$ cat src/rtl/key_encode83_if.sv
// Event-side bundle for key_encode83: raw keys and consumer controls in,
// held event and status out.
interface key_encode83_if;
    logic [7:0] key;
    logic       ev_ready;
    logic       ovr_clr;
    logic       ev_valid;
    logic [2:0] ev_code;
    logic       ev_multi;
    logic       overrun;
    logic       busy;

    modport master (
        output key,
        output ev_ready,
        output ovr_clr,
        input  ev_valid,
        input  ev_code,
        input  ev_multi,
        input  overrun,
        input  busy
    );

    modport slave (
        input  key,
        input  ev_ready,
        input  ovr_clr,
        output ev_valid,
        output ev_code,
        output ev_multi,
        output overrun,
        output busy
    );
endinterface

$ cat src/rtl/key_encode83.sv
// Debounced 8-to-3 priority key encoder with a one-deep event register.
// key[7] is highest priority and encodes to 0; key[0] encodes to 7.
//
// state    | meaning
// ---------|-----------------------------------------------------------
// IDLE     | no key active, waiting for a press
// DEBOUNCE | key set captured in snap, counting identical samples
// PRESSED  | press accepted and emitted, waiting for all keys released
// RELEASE  | all keys released, counting identical idle samples
module key_encode83 #(
    parameter int unsigned DEB = 3
) (
    input logic           clk1h,
    input logic           rst,
    key_encode83_if.slave kif
);

    typedef enum logic [1:0] {
        IDLE     = 2'd0,
        DEBOUNCE = 2'd1,
        PRESSED  = 2'd2,
        RELEASE  = 2'd3
    } state_t;

    localparam logic [3:0] CNT_LAST = 4'(DEB - 1);

    function automatic logic [2:0] enc_code(input logic [7:0] v);
        logic [2:0] code;
        code = 3'd0;
        // Ascending scan so the highest set bit is the last one written.
        for (int i = 0; i < 8; i++) begin
            if (v[i]) begin
                code = 3'(7 - i);
            end
        end
        return code;
    endfunction

    function automatic logic is_multi(input logic [7:0] v);
        return |(v & (v - 8'd1));
    endfunction

    logic [7:0] key_m_q, key_s_q;
    state_t     state_q, state_d;
    logic [3:0] cnt_q, cnt_d;
    logic [7:0] snap_q, snap_d;
    logic       ev_valid_q, ev_valid_d;
    logic [2:0] ev_code_q, ev_code_d;
    logic       ev_multi_q, ev_multi_d;
    logic       overrun_q, overrun_d;
    logic       busy_q, busy_d;

    logic [7:0] act;
    logic       emit;
    logic       drop;

    assign act = ~key_s_q;

    always_comb begin
        state_d = state_q;
        cnt_d   = cnt_q;
        snap_d  = snap_q;
        emit    = 1'b0;

        case (state_q)
            IDLE: begin
                if (act != 8'h00) begin
                    state_d = DEBOUNCE;
                    snap_d  = act;
                    cnt_d   = 4'd1;
                end
            end
            DEBOUNCE: begin
                if (act == snap_q) begin
                    if (cnt_q == CNT_LAST) begin
                        state_d = PRESSED;
                        cnt_d   = 4'd0;
                        emit    = 1'b1;
                    end else begin
                        cnt_d = cnt_q + 4'd1;
                    end
                end else if (act != 8'h00) begin
                    snap_d = act;
                    cnt_d  = 4'd1;
                end else begin
                    state_d = IDLE;
                    cnt_d   = 4'd0;
                end
            end
            PRESSED: begin
                if (act == 8'h00) begin
                    state_d = RELEASE;
                    cnt_d   = 4'd1;
                end
            end
            RELEASE: begin
                if (act == 8'h00) begin
                    if (cnt_q == CNT_LAST) begin
                        state_d = IDLE;
                        cnt_d   = 4'd0;
                    end else begin
                        cnt_d = cnt_q + 4'd1;
                    end
                end else begin
                    state_d = PRESSED;
                    cnt_d   = 4'd0;
                end
            end
            default: begin
                state_d = IDLE;
                cnt_d   = 4'd0;
            end
        endcase
    end

    always_comb begin
        ev_valid_d = ev_valid_q;
        ev_code_d  = ev_code_q;
        ev_multi_d = ev_multi_q;
        drop       = 1'b0;

        if (emit) begin
            if (!ev_valid_q || kif.ev_ready) begin
                ev_valid_d = 1'b1;
                ev_code_d  = enc_code(snap_q);
                ev_multi_d = is_multi(snap_q);
            end else begin
                drop = 1'b1;
            end
        end else if (ev_valid_q && kif.ev_ready) begin
            ev_valid_d = 1'b0;
        end

        // A drop on the same edge as a clear must leave the flag set.
        overrun_d = (overrun_q & ~kif.ovr_clr) | drop;
        busy_d    = (state_d != IDLE);
    end

    always_ff @(posedge clk1h or negedge rst) begin
        if (!rst) begin
            key_m_q    <= 8'hFF;
            key_s_q    <= 8'hFF;
            state_q    <= IDLE;
            cnt_q      <= 4'd0;
            snap_q     <= 8'h00;
            ev_valid_q <= 1'b0;
            ev_code_q  <= 3'd0;
            ev_multi_q <= 1'b0;
            overrun_q  <= 1'b0;
            busy_q     <= 1'b0;
        end else begin
            key_m_q    <= kif.key;
            key_s_q    <= key_m_q;
            state_q    <= state_d;
            cnt_q      <= cnt_d;
            snap_q     <= snap_d;
            ev_valid_q <= ev_valid_d;
            ev_code_q  <= ev_code_d;
            ev_multi_q <= ev_multi_d;
            overrun_q  <= overrun_d;
            busy_q     <= busy_d;
        end
    end

    assign kif.ev_valid = ev_valid_q;
    assign kif.ev_code  = ev_code_q;
    assign kif.ev_multi = ev_multi_q;
    assign kif.overrun  = overrun_q;
    assign kif.busy     = busy_q;

endmodule

$ cat src/flat_wrapper.sv
// flat-port wrapper written by rule: the top's interface ports become plain ports
module key_encode83_flat 
#(
    parameter int unsigned DEB = 3
)
  (clk1h, rst, kif_key, kif_ev_ready, kif_ovr_clr, kif_ev_valid, kif_ev_code, kif_ev_multi, kif_overrun, kif_busy);
  key_encode83_if kif_i ();
  input logic clk1h;
  input logic rst;
  input wire logic [$bits(kif_i.key)-1:0] kif_key;
  input wire logic [$bits(kif_i.ev_ready)-1:0] kif_ev_ready;
  input wire logic [$bits(kif_i.ovr_clr)-1:0] kif_ovr_clr;
  output wire logic [$bits(kif_i.ev_valid)-1:0] kif_ev_valid;
  output wire logic [$bits(kif_i.ev_code)-1:0] kif_ev_code;
  output wire logic [$bits(kif_i.ev_multi)-1:0] kif_ev_multi;
  output wire logic [$bits(kif_i.overrun)-1:0] kif_overrun;
  output wire logic [$bits(kif_i.busy)-1:0] kif_busy;
  assign kif_i.key = kif_key;
  assign kif_i.ev_ready = kif_ev_ready;
  assign kif_i.ovr_clr = kif_ovr_clr;
  assign kif_ev_valid = kif_i.ev_valid;
  assign kif_ev_code = kif_i.ev_code;
  assign kif_ev_multi = kif_i.ev_multi;
  assign kif_overrun = kif_i.overrun;
  assign kif_busy = kif_i.busy;
  key_encode83 #(.DEB(DEB)) u_core (.clk1h(clk1h), .rst(rst), .kif(kif_i));
endmodule
$ cat config.mk
export PLATFORM = sky130hd
export DESIGN_NAME = key_encode83_flat
export DESIGN_NICKNAME = d
export VERILOG_FILES = /design/src/rtl/key_encode83_if.sv /design/src/rtl/key_encode83.sv /design/src/flat_wrapper.sv
export SDC_FILE = /design/constraint.sdc
export NUM_CORES = 1
export LEC_CHECK = 0
export CAP_MARGIN = 5
export CORE_MARGIN = 5
export CORE_UTILIZATION = 58
export DETAILED_ROUTE_END_ITERATION = 12
export PLACE_DENSITY_LB_ADDON = 0.1
export SLEW_MARGIN = 20
export SYNTH_ARGS = -nofsm -noshare
export SYNTH_HDL_FRONTEND = slang
export SYNTH_SLANG_ARGS = --single-unit
$ cat constraint.sdc
create_clock -name clk1h -period 4.1 [get_ports clk1h]
set_clock_uncertainty 0.1 [all_clocks]
set_input_delay 0.615 -clock clk1h [delete_from_list [all_inputs] [get_ports clk1h]]
set_output_delay 0.615 -clock clk1h [all_outputs]
set_load 0.01 [all_outputs]
After elaboration in Yosys (flattened, before gate mapping)
Index checks and enable logic that the tools add are counted.
{"block": "op_classes", "addsub": 2, "eq_ne": 9, "mux": 34, "bitwise_logic": 5, "n_reduce_logical": 14}
{"operator": "3-bit two-way mux", "count": 8}
{"operator": "4-bit two-way mux", "count": 5}
{"operator": "8-bit two-way mux", "count": 2}
{"operator": "4-bit one-hot mux with 4 select lines", "count": 1}
{"operator": "8-bit one-hot mux with 2 select lines", "count": 1}
{"operator": "2-bit two-way mux", "count": 7}
{"operator": "1-bit two-way mux", "count": 9}
{"operator": "8-bit AND", "count": 1}
{"operator": "8-bit == test", "count": 1}
{"operator": "8-bit logical NOT", "count": 1}
{"operator": "8-bit NOT", "count": 1}
{"operator": "2-bit one-hot mux with 4 select lines", "count": 1}
{"operator": "2-bit AND reduction", "count": 4}
{"operator": "8-bit nonzero test", "count": 1}
{"operator": "8-bit OR reduction", "count": 1}
{"operator": "8-bit by 1-bit subtractor with 8-bit output (second input constant)", "count": 1}
{"operator": "2-bit nonzero test", "count": 3}
{"operator": "4-bit by 1-bit adder with 4-bit output (second input constant)", "count": 1}
{"operator": "2-bit == test (second input constant)", "count": 2}
{"operator": "4-bit by 2-bit == test with 1-bit output (second input constant)", "count": 1}
{"operator": "2-bit by 1-bit inequality test with 1-bit output (second input constant)", "count": 2}
{"operator": "2-bit inequality test (second input constant)", "count": 2}
{"operator": "2-bit by 1-bit == test with 1-bit output (second input constant)", "count": 1}
{"operator": "2-bit logical NOT", "count": 1}
{"operator": "6 further kinds", "count": 6}
{"block": "word_totals", "register_bits": 37, "output_inout_bits": 7}

Logic depth before layout (Yosys ltp)
Gate-level depths: netlist of the first run.
{"block": "depth", "word_depth": 8, "mapped_depth": 7}

Least setup slack after synthesis of the first run
Ideal clock, no wire load.
{"block": "synth_timing", "path_kind": "reg2reg", "start": "register u_core.key_s_q[7]", "end": "register u_core.cnt_q[2]", "setup_time_ns": 0.126, "arrival_time_ns": 1.650, "t_required_ns": 3.874, "setup_slack_ns": 2.224, "path_stages_with_launch": 7, "path_buffers": 1, "synth_period_minus_slack_ns": 1.876, "cell_sequence": "dfstp_2 nand4_1 or2_1 clkbuf_2 mux2_2 a221oi_1 nand2_1"}
{"block": "synth_between", "elab_chain_cells": 4, "elab_cells_between_ends": 10}
{"item": "from (decl)", "line_no": "key_encode83.sv:43", "text": "logic [7:0] key_m_q, key_s_q;"}
{"item": "from (signal assigned)", "line_no": "key_encode83.sv:153", "text": "key_s_q <= key_m_q;"}
{"item": "8-bit NOT *", "line_no": "key_encode83.sv:57", "text": "assign act = ~key_s_q;"}
{"item": "8-bit == test, or another cell as far along", "line_no": "key_encode83.sv:74", "text": "if (act == snap_q) begin"}
{"item": "4-bit two-way mux, or another cell as far along", "line_no": "key_encode83.sv:74"}
{"item": "4-bit one-hot mux with 4 select lines / 2-bit AND reduction (equally long branches)"}
{"item": "to (signal assigned)", "line_no": "key_encode83.sv:155", "text": "cnt_q <= cnt_d;"}
{"item": "to (decl)", "line_no": "key_encode83.sv:45", "text": "logic [3:0] cnt_q, cnt_d;"}
Every way passes the cells marked *; elsewhere a longest branch is shown, timed or not.
A chain may end at the register's enable or synchronous reset.

Final worst setup path of the first run
{"block": "layout_timing", "start": "register u_core.cnt_q[0]", "end": "register u_core.ev_code_q[2] (netlist: u_core.kif.ev_code[2])"}
{"block": "layout_between", "elab_chain_cells": 5}
{"item": "4-bit by 2-bit == test with 1-bit output", "line_no": "key_encode83.sv:75", "text": "if (cnt_q == CNT_LAST) begin"}
{"item": "1-bit two-way mux", "line_no": "key_encode83.sv:75"}
{"item": "1-bit two-way mux", "line_no": "key_encode83.sv:74"}
{"item": "1-bit two-way mux", "line_no": "key_encode83.sv:65", "text": "case (state_q)"}
{"item": "2-bit AND reduction (no line)"}
{"item": "to (signal assigned)", "line_no": "key_encode83.sv:158", "text": "ev_code_q <= ev_code_d;"}
{"item": "to (decl)", "line_no": "key_encode83.sv:48", "text": "logic [2:0] ev_code_q, ev_code_d;"}
Every way passes these cells.

==> flow_summary_export.csv, run 1 <==
group,metric,value,unit
critical_path,reg2reg_depth,7,
placement,dp_slack,2.062,ns
drt,dr.pass1.iters,6,
cts,path_clk_slew,0.11,ns
cts,clockBufferDepth,2,
critical_path,crit_start,"u_core.cnt_q[0]",
critical_path,cp-start-kind,"flop",
global_route,grt_max_degree,38,
drt,drc_errors,0,
synth,async_reset_ff_frac,1.000,
synth,synth_common_cells,"21 x dfrtp_1, 16 x dfstp_2, 9 x nor2_1, 9 x o21ai_0",
run,maxCapViolations,0,
synth,syn-num-nets,155,
sta,finalCritPeriodShare,0.5127,
cts,numCtsBuffers,5,
synth,yosysWarnings,0,
critical_path,reg2reg_slack,2.00,ns
finish,utilization,0.7042,
critical_path,critical_path.endpoint_type,"flop",
synth,synth_most_common_cell,"dfrtp_1",
synth,synthFlopType,"dfrtp_1",
floorplan,core-area,2758,um2
drt,viasPerCell,5.804,
finish,synthToLayoutAreaGrowth,16.60,%
sta,setup_viol,0,
cts,hold_buffers,0,
floorplan,rows,19,
finish,drive_gt1_frac,0.2393,
sta,max_slew.worst_pin.slew,0.4740,ns
floorplan,io_pins,19,
cts,cts_tree,"done",
critical_path,crit_required,4.23,ns
placement,portBuffers,18,
placement,gp_congestion,0.8446,
critical_path,worstSetupPathType,"flop to flop",
drt,wirelength,2.988,mm
global_route,grt_usage,0.1683,
cts,clk_latency,0.33,ns
finish,regArea,945.9,um2
critical_path,reg2reg_from,"u_core.cnt_q[0]",
finish,num-nets-final,176,
sta,drv_slew,0,
synth,synth_edf_count,0,
placement,dp_hpwl,2.136,mm
critical_path,crit_fanout,6,
cts,h-tree-depth,2,
power,power_density,342.2,nW/um2
cts,postCtsSetupBuffers,0,
placement,placed_cell_area,1864,um2
floorplan,initial_utilization,0.6039,
global_route,grt_overflow,0,
drt,routedWlPerCell,15.40,um
synth,syn_area_per_cell,11.81,um2
synth,yosys.area.top_type_share,0.3156,
hold_path,hold_depth,0,
critical_path,r2r_end,"u_core.kif.ev_code[2]",
sta,fin_crit,2.102,ns
synth,synth_seq_cells,37,
floorplan,dieArea,4043,um2
critical_path,arrival,2.23,ns
finish,multi_input_area,661.9,um2
finish,fill_cells,203,
floorplan,die_h,63.59,um
cts,clock_sinks,37,
synth,syn_inst,141,
cts,cts-root-buf,"clkbuf_4",
sta,rsz0062_at_grt,"no",
finish,n_antenna_cell,0,
hold_path,worstHoldStart,"u_core.key_m_q[7]",
synth,synth_largest_area_cell,"dfrtp_1",
global_route,antenna_found_initial,0,
drt,ant_nets,0,
sta,fin_setup_tns,0,ns
sta,setup_slack,1.998,ns
drt,drtIter0Drc,60,
synth,syn_area,1665,um2
drt,dr_total_vias,1126,
finish,finalInstanceArea,1942,um2
global_route,grt_pass1_vias,1130,
cts,cts.repair.resized,0,
sta,slew_headroom,0.6816,
power,total_leakage_power,0.8042,nW
global_route,grt_pass1_wl,5.257,mm
hold_path,hold-path-endpoint,"u_core.key_s_q[7]",
power,vdd_drop_max,0.3177,mV
sta,timing.fmax,475.8,MHz
status,status,"finished clean",
sta,final-hold-violation-count,0,
synth,ys_seq_area_frac,0.5680,
synth,synth_area_leaders,"dfrtp_1 32%, dfstp_2 25%, xor2_1 4.2%",
floorplan,die_x,63.59,um
hold_path,hp-class,"flop to flop",
synth,ys_types,41,
registers in the layout, indices dropped and copies added, names as in the netlist:
| name | flops |
|---|---|
| u_core.key_m_q | 8 |
| u_core.key_s_q | 8 |
| u_core.snap_q | 8 |
| u_core.cnt_q | 4 |
| u_core.kif.ev_code | 3 |
| u_core.state_q | 2 |
| u_core.kif.busy | 1 |
| u_core.kif.ev_multi | 1 |
| u_core.kif.ev_valid | 1 |
| u_core.kif.overrun | 1 |
layer usage:
| metal | track usage | share of wire | vias up |
|---|---|---|---|
| met2 | 0.2716 | 0.50 | 24 |
| met5 | 0 | 0 | - |
| met3 | 0.06217 | 0.048 | 4 |
| met1 | 0.2067 | 0.44 | 550 |
| li1 | - | - | 548 |
| met4 | 0.05714 | 0.011 | 0 |
cells in the final DEF (no fill, tap or decap), types with 3 or more instances in the layout:
cell type | netlist | routed
a21oi_1 | 5 | 5
clkbuf_4 | 0 | 5
o211ai_1 | 3 | 3
dfrtp_1 | 21 | 21
clkdlybuf4s50_1 | 0 | 18
nor2_1 | 9 | 9
nand4_1 | 4 | 4
xor2_1 | 8 | 8
o2bb2ai_1 | 4 | 4
mux2_2 | 5 | 5
dfstp_2 | 16 | 16
mux2i_1 | 4 | 4
o21ai_0 | 9 | 9
nand3_1 | 3 | 3
nor3_1 | 3 | 3
inv_1 | 8 | 8
nand2_1 | 6 | 6
final cells by class:
class | count | share of cell area
clock inverter | 2 | 0.007732
multi-input combinational | 91 | 0.3409
tap | 31 | 0.01997
inverter | 8 | 0.01546
clock buffer | 6 | 0.03222
timing repair buffer | 19 | 0.09665
sequential | 37 | 0.4871
kinds of logic after synthesis:
kind of cell	after synthesis	share of synthesized area
muxes	9	0.05785
adders and majority gates	3	0.02103
AOI/OAI and AO/OA	33	0.1458
xor gates and xnor gates	9	0.04734
DFF	37	0.5680
and+or+nand+nor	37	0.1255
buffers and inverters	13	0.03456
through the flow:
step	std cells	hold slack, ns	total power, mW
global route	194	0.2656	0.7002
CTS	194	0.2637	0.6739
floorplan	141	0.2194	0.4189
finish	194	0.2621	0.6645
global placement	186	0.2453	0.4415
detailed placement	186	0.2468	0.4436
where the power goes:
group          leakage [nW]  total [mW]  internal [mW]  switching, mW
clock                0.0439       0.227          0.105          0.122
sequential            0.428       0.398          0.384         0.0141
combinational         0.333      0.0389         0.0198         0.0191
total                 0.804       0.665          0.509          0.155
worst max-delay path by stage:
stage | cells past startpoint | end | slack, ns
after floorplan | 6 | u_core.cnt_q[2] | 2.22
after global placement | 5 | u_core.cnt_q[2] | 2.13
after detailed placement | 5 | u_core.snap_q[2] | 2.06
after CTS | 7 | u_core.kif.ev_code[2] | 1.99
after global routing | 7 | u_core.kif.ev_code[2] | 1.81
final | 7 | u_core.kif.ev_code[2] | 2.00
critical path, stage by stage (launching register included):
cell	delay (ns)
dfrtp_1	0.44
inv_1	0.10
ha_1	0.14
nor3b_2	0.34
nand2_1	0.16
nor4_2	0.23
nand2_1	0.19
mux2_2	0.31
(Power assumes the default switching activity.)
==> run 2: changes to the inputs <==
CORE_UTILIZATION = 54   (was 58)
clock period = 2.1 ns   (was 4.1 ns; I/O delays follow)
==> run 2 against run 1 <==
  * Sequential power is 95% higher
  * Utilization is 4.6 points lower
  * Routed wire length rose by 2.3%
  * Largest power group unchanged
==> flow_summary_export.csv, run 2 (synthesis results as in run 1) <==
group,metric,value,unit
critical_path,crit_fanout,6,
global_route,met1_usage,0.1790,
cts,hold_buffers,0,
sta,finalCritPeriodShare,0.9460,
floorplan,die_h,65.54,um
critical_path,reg2reg_depth,5,
cts,cts.repair.resized,0,
drt,wirelength,3.057,mm
floorplan,die_x,65.54,um
placement,placed_cell_area,1897,um2
finish,drive_gt1_frac,0.2695,
placement,gp_congestion,0.8011,
finish,finalInstanceArea,1976,um2
critical_path,cp-start-kind,"flop",
floorplan,core-area,3003,um2
critical_path,critical_path.endpoint_type,"flop",
cts,clockBufferDepth,2,
critical_path,cp_slowest_stage_delay,0.57,ns
finish,num-nets-final,180,
sta,fin_setup_tns,0,ns
drt,viasPerCell,5.855,
sta,slew_headroom,0.7022,
drt,drc_errors,0,
hold_path,hp-class,"primary input to flop",
cts,h-tree-depth,2,
sta,fin_crit,1.987,ns
critical_path,crit_required,2.24,ns
finish,final_common_cell,"dfrtp_1",
cts,path_clk_slew,0.11,ns
power,vdd_drop_max,0.4143,mV
placement,portBuffers,18,
power,switchingPower,309.4,uW
global_route,grt_overflow,0,
finish,synthToLayoutAreaGrowth,18.63,%
power,combPwrFrac,0.070,
cts,cts-root-buf,"clkbuf_4",
power,total_leakage_power,0.8151,nW
global_route,grt-busiest-layer,"met2",
sta,timing.fmax,503.3,MHz
status,status,"finished clean",
drt,dr.pass1.iters,4,
sta,max_slew.worst_pin.slew,0.4468,ns
global_route,antenna_found_initial,0,
critical_path,path_cells,"nand4_1, or2_1, mux2_2, a221oi_1, nand2_1",
global_route,grt_max_degree,38,
cts,postCtsSetupBuffers,0,
critical_path,crit_slowest_cell,"dfstp_2",
run,maxCapViolations,0,
floorplan,dieArea,4295,um2
floorplan,io_pins,19,
sta,drv_slew,0,
drt,ant_nets,0,
global_route,grt_use_met2,0.2731,
floorplan,initial_utilization,0.5546,
drt,drtIter0Drc,27,
placement,dp_hpwl,2.255,mm
critical_path,worstSetupPathType,"flop to flop",
floorplan,rows,20,
power,seqPwrFrac,0.628,
power,swShare,0.2509,
power,internal_power,923.7,uW
power,pwr-share-clk,0.302,
global_route,grt_usage,0.1599,
finish,layout.cells.most_common_list,"21 x dfrtp_1, 18 x clkdlybuf4s50_1, 16 x dfstp_2",
cts,clock_sinks,37,
drt,dr_total_vias,1171,
finish,utilization,0.6579,
drt,routedWlPerCell,15.29,um
finish,top_regs,"u_core.key_m_q (8), u_core.key_s_q (8), u_core.snap_q (8)",
cts,clk_latency,0.35,ns
finish,n_antenna_cell,0,
cts,cts_tree,"done",
power,finalPower,1.233,mW
sta,final-hold-violation-count,0,
critical_path,arrival,2.13,ns
power,power_density,624.2,nW/um2
hold_path,hold_depth,1,
global_route,grt_pass1_vias,1143,
sta,whs,0.2612,ns
sta,setup_viol,0,
global_route,grt_pass1_wl,5.092,mm
global_route,grtUsageMet3,0.06154,
cts,numCtsBuffers,5,
run 2: worst max-delay path: cells and delay by family, from the launching register on:
kind            cells  cell delay (ns)
simple gates        3             0.59
mux                 1             0.33
flops               1             0.57
compound gates      1             0.29
run 2: power by group through the flow:
stage	registers [mW]	clock network (mW)	logic, mW
5_1_grt	0.779	0.418	0.0967
6_report	0.775	0.372	0.0864
4_1_cts	0.773	0.387	0.0860
3_3_place_gp	0.783	0	0.0831
3_5_place_dp	0.786	0	0.0858
2_1_floorplan	0.780	0	0.0381
run 2: worst paths after layout:
path / start / endpoint / slack, ns
hold reg to reg: u_core.key_m_q[4] / u_core.key_s_q[4] / 0.26
setup / recovery: u_core.key_s_q[3] / u_core.cnt_q[2] / 0.11
setup reg to reg: u_core.key_s_q[3] / u_core.cnt_q[2] / 0.11
hold / removal: kif_key[0] / u_core.key_m_q[0] / 0.26
max in group asynchronous: rst / u_core.key_m_q[5] / 1.28
min in group asynchronous: rst / u_core.kif.busy / 0.27
run 2: final cells by class:
type | instances | area (um2)
inverters | 8 | 30.03
multi-input cells | 91 | 683.2
fillers | 247 | 1027
clock inverters | 3 | 20.02
repair buffers | 23 | 217.7
well taps | 33 | 41.29
flip-flops and latches | 37 | 945.9
clock buffers | 5 | 37.54
run 2: layer usage:
layer	wire length, um	vias to the layer above
met5	0	-
met4	28	0
met3	161	4
met2	1560	32
met1	1306	578
li1	-	557
run 2: metrics by stage:
stage	setup WS, ns	instances
after global routing	-0.0008207	200
after detailed placement	0.08122	192
after floorplan	0.2239	141
final	0.1133	200
after CTS	0.06026	200
after global placement	0.1633	192
==> variant 1, RTL diff (config.mk and constraints of run 2) <==
Make the reset (`rst`) synchronous in one clocked block.
--- a/src/rtl/key_encode83.sv
+++ b/src/rtl/key_encode83.sv
@@ -137,5 +137,5 @@
     end
 
-    always_ff @(posedge clk1h or negedge rst) begin
+    always_ff @(posedge clk1h) begin
         if (!rst) begin
             key_m_q    <= 8'hFF;
Formal check against the unedited RTL: differs if rst is asserted again (counterexample within 4 cycles, from zero or initial values and one cycle with rst low); with rst held inactive, the same outputs for 10 cycles.
==> variant 1 against run 2 <==
Maximum frequency decreased by 1.2%. Cell area increased by 3.5%. Utilization increased by 2.9 points. Count of clock-buffer cells in the layout increased by 2. Wire length increased by 8.5%. Sequential cell count unchanged. Synthesized area decreased by 1.1%. Non-clock buffer count increased by 10. Synthesized cell count increased by 27%. Global-route usage increased by 0.34 points. Worst setup slack got worse by 25 ps.
Power is not compared: it rests on default switching activity, and its combinational part moved more than twofold at a synthesized area within 25%.
==> variant 1: results (changes against run 2) <==
* Outcome: finished, final reports clean
* Seq/Total Area, Yosys at 0.450 (-0.118)
* WL final at 3320 um (+8.5%)
* Post-synthesis xor/xnor area fraction at 0.0426 (-0.00478)
* Synthesized-area fraction occupied by adder cells at 0.0213 (+0.000240)
* Met2 Wirelength at 1530 um (-1.7%)
* Crit share post-route at 0.958 (+0.0118)
* Skew-Pair Late Insertion Delay at 330 ps (-20 ps)
* Global-route wire length before repair at 5550 um (+8.9%)
* Met2 GRT Util at 0.279 (+0.00632)
* Synth Area in Compound Gates at 0.159 (+0.0131)
* Worst Max-Slew Pin Slew at 617 ps (+171 ps)
* Async set-reset flop share out of synthesis at 0 (-1.00)
* Cells on worst reg2reg path at 7 (+2)
* Hold EP: u_core.key_s_q[0]$_SDFF_PN1_
* Inverters excl. clock at 7 (-1)
* Non-Clock Buffer Count at 33 (+43%)
* Grt met3 use at 0.0462 (-0.0154)
* Prevailing post-synth register cell: dfxtp_1
* Multi-input logic portion of the cell area at 0.420 (+0.0740)
* Vias in the first global route at 1320 (+15%)
* Post-synth top cells: dfxtp_1 (37), nor2_1 (22), nand2b_1 (19)
* Tot GR Track Use at 0.163 (+0.00345)
* # clk buffers at 7 (+2)
* Nets@finish at 225 (+25%)
* Dpl cells at 237 (+23%)
* GP Congestion at 0.798 (-0.40%)
* Syn nets at 193 (+25%)
* DRT iter0 DRCs at 85 (+210%)
* Top cells by area, synth: dfxtp_1 (45%), nand2b_1 (7.2%), nor2_1 (5.0%)
* Layout clock area frac at 0.0416 (+0.0125)
* Hold WS at 305 ps (+43.6 ps)
* Mean Syn Cell Area at 9.20 sq um (-22%)
* Largest net degree at the start of global routing at 25 (-34%)
* Layout cells sized above 1 at 0.132 (-0.137)
* Post-synthesis mux area share at 0.0190 (-0.0389)
[variant 1: changes by cell type after synthesis, sizes merged, moves of 4 or more]
cell	delta
a211oi	+7
a21oi	+4
clkbuf	+4
dfrtp	-21
dfstp	-16
dfxtp	+37
mux2	-4
nand2b	+17
nor2	+12
xnor2	+7
xor2	-8
[variant 1: how the worst max path moves through the flow]
stage / end / cells after the start
6_report: u_core.kif.ev_code[0]$_SDFFE_PN0P_ / 7
5_1_grt: u_core.kif.ev_code[0]$_SDFFE_PN0P_ / 7
4_1_cts: u_core.snap_q[4]$_SDFFE_PN0P_ / 5
3_5_place_dp: u_core.snap_q[4]$_SDFFE_PN0P_ / 5
3_3_place_gp: u_core.snap_q[6]$_SDFFE_PN0P_ / 5
2_1_floorplan: u_core.kif.ev_code[1]$_SDFFE_PN0P_ / 6
[variant 1: repair_timing]
item	4_1_cts	5_1_grt
resized for setup	0	2
endpoints found under the setup margin	0	7
endpoints found under the hold margin	0	0
==> variant 2, RTL diff (settings of run 2) <==
Made on the original files. The 4 states of `state_t` get a one-hot encoding in 4 bits.
--- a/src/rtl/key_encode83.sv
+++ b/src/rtl/key_encode83.sv
@@ -16,9 +16,9 @@
 );
 
-    typedef enum logic [1:0] {
-        IDLE     = 2'd0,
-        DEBOUNCE = 2'd1,
-        PRESSED  = 2'd2,
-        RELEASE  = 2'd3
+    typedef enum logic [3:0] {
+        IDLE     = 4'b0001,
+        DEBOUNCE = 4'b0010,
+        PRESSED  = 4'b0100,
+        RELEASE  = 4'b1000
     } state_t;
 
Formal check against the unedited RTL: no difference found for any inputs over 10 cycles, from zero or initial values and one cycle with rst low; not proved beyond that.
==> variant 2 against run 2 <==
Critical endpoint is now u_core.snap_q[7]$_DFFE_PN0P_. Synthesized area rose by 24%. Sequential cell count rose by 2. Cell area rose by 39%. Sequential share of layout area fell by 11 points. Worst setup slack got worse by 250 ps. Wire length rose by 72%. The flow now finishes with violations (hold timing, setup timing).
Power is not compared: it rests on default switching activity, and its combinational part moved more than twofold at a synthesized area within 25%.
==> variant 2: results (changes against run 2) <==
* CP top delay family: flip-flops
* Worst Max-Slew Pin Slew at 743 ps (+297 ps)
* CP Max Fanout at 6 (unchanged)
* Clock transition at the registers of the reported paths at 80 ps (-30 ps)
* Tot GR Track Use at 0.200 (+0.0404)
* Cells on worst reg2reg path at 7 (+2)
* Top cells by area, synth: dfrtp_1 (27%), dfstp_2 (22%), nor3_1 (5.1%)
* Hold WS at -21.5 ps (-283 ps)
* Filler cell count in the final layout at 252 (+2.0%)
* R2r endpoint: u_core.snap_q[7]$_DFFE_PN0P_
* DP HPWL at 3420 um (+52%)
* Syn nets at 225 (+45%)
* Area post-placement at 2430 sq um (+28%)
* # setup viols final at 13 (+13)
* Vias in the first global route at 1774 (+55%)
* Seq/Total Area, Yosys at 0.482 (-0.0864)
* Global-route wire length before repair at 8150 um (+60%)
* DRT iter0 DRCs at 281 (+940%)
* Outcome: finished, violations left
* GP Congestion at 0.936 (+17%)
* Nets@finish at 263 (+46%)
* Post-DR vias/cell at 6.32 (+8.0%)
* Largest stage delay on the critical path at 600 ps (+30 ps)
* Async set-reset flop share out of synthesis at 1.00 (unchanged)
* Post-synth top cells: dfrtp_1 (22), nor3_1 (21), dfstp_2 (17), o21ai_0 (17), inv_1 (12)
* Non-Filler Instances at 298 (+49%)
* Worst EP arrival at 2280 ps (+150 ps)
* Post-DR wirelength/cell at 17.6 um (+15%)
* Worst hold path type: in2async
* Layout cells sized above 1 at 0.324 (+0.0545)
* Skew-Pair Late Insertion Delay at 300 ps (-50 ps)
* Mean Syn Cell Area at 9.81 sq um (-17%)
* Worst r2r src: u_core.key_s_q[5]$_DFF_PN1_
* Post-route setup slack at -137 ps (-250 ps)
* Hold Violations, Final at 22 (+22)
* Failing checks: hold timing, setup timing
[variant 2: cell count changes in the layout (fill, tap and decap cells not counted), moves of 5 or more]
cell / before / now
o21ai_0: 9 / 17
o311ai_1: 0 / 7
clkbuf_4: 5 / 0
buf_4: 5 / 26
clkbuf_8: 0 / 6
xnor2_1: 1 / 6
mux2_2: 5 / 0
nor3_1: 2 / 21
xor2_1: 8 / 2
a221oi_2: 0 / 7
[variant 2: area by class of cell]
type | count | area [sq um] | share of cell area
Clock buffer | 6 | 82.6 | 0.0302
Clock inverter | 2 | 35.0 | 0.0128
Inverter | 12 | 45.0 | 0.0165
Multi-Input combinational cell | 143 | 1070 | 0.391
Sequential cell | 39 | 998 | 0.365
Tap cell | 48 | 60.1 | 0.0219
Timing Repair Buffer | 48 | 447 | 0.163
[variant 2: how the worst max path moves through the flow]
stage	endpoint	cells past startpoint
final	u_core.snap_q[7]$_DFFE_PN0P_	7
after global routing	u_core.snap_q[7]$_DFFE_PN0P_	7
after CTS	u_core.kif.ev_multi$_DFFE_PN0P_	5
after detailed placement	u_core.state_q[0]$_DFF_PN1_	6
after global placement	u_core.state_q[0]$_DFF_PN1_	6
after floorplan	u_core.kif.ev_code[2]$_DFFE_PN0P_	6
[variant 2: routing by layer]
metal,track usage,vias up,wire length (um),share of wire
li1,-,855,-,-
met1,0.264,905,2230,0.43
met2,0.310,99,2390,0.46
met3,0.0554,25,440,0.084
met4,0.0856,0,182,0.035
met5,0,-,0,0
[variant 2: stage by stage]
stage | util | TNS, ps | total power, mW | setup slack, ps
3_5_place_dp | 0.660 | -246 | 2.27 | -36.5
3_3_place_gp | 0.660 | -1.48 | 2.22 | -1.48
4_1_cts | 0.699 | -282 | 2.93 | -47.9
2_1_floorplan | - | 0 | 1.84 | 5.24
6_report | 0.742 | -446 | 3.11 | -137
5_1_grt | 0.742 | -1530 | 3.30 | -206
[variant 2: worst reg2reg max path, stage by stage, from the launching register on]
cell and delay, ps:
dfstp_2 600, xnor2_2 100, nor4_2 330, nand2_1 190, buf_6 180, buf_12 130, a221oi_2 280, o311ai_1 190
[variant 2: logic make-up after synthesis]
kind of cell	Yosys count	share of synthesized area
compound gates	56	0.183
simple gates	70	0.195
mux	5	0.0266
flops	39	0.482
fa+ha+maj	2	0.0121
buf+inv	29	0.0592
xor+xnor	10	0.0423
[variant 2: repair_timing]
| action | CTS | global route |
|---|---|---|
| pin swaps | 4 | 17 |
| buffers inserted | 2 | 3 |
| endpoints found under the setup margin | 12 | 17 |
| gates cloned | 0 | 1 |
| gates resized for setup | 3 | 22 |
[variant 2: report_power, final]
part,internal [mW],switching [mW],leakage [nW],total [mW]
Clock,0.384,0.262,0.0612,0.647
Combinational,0.622,0.804,0.596,1.43
Sequential,0.908,0.134,0.465,1.04
Total,1.91,1.20,1.12,3.11
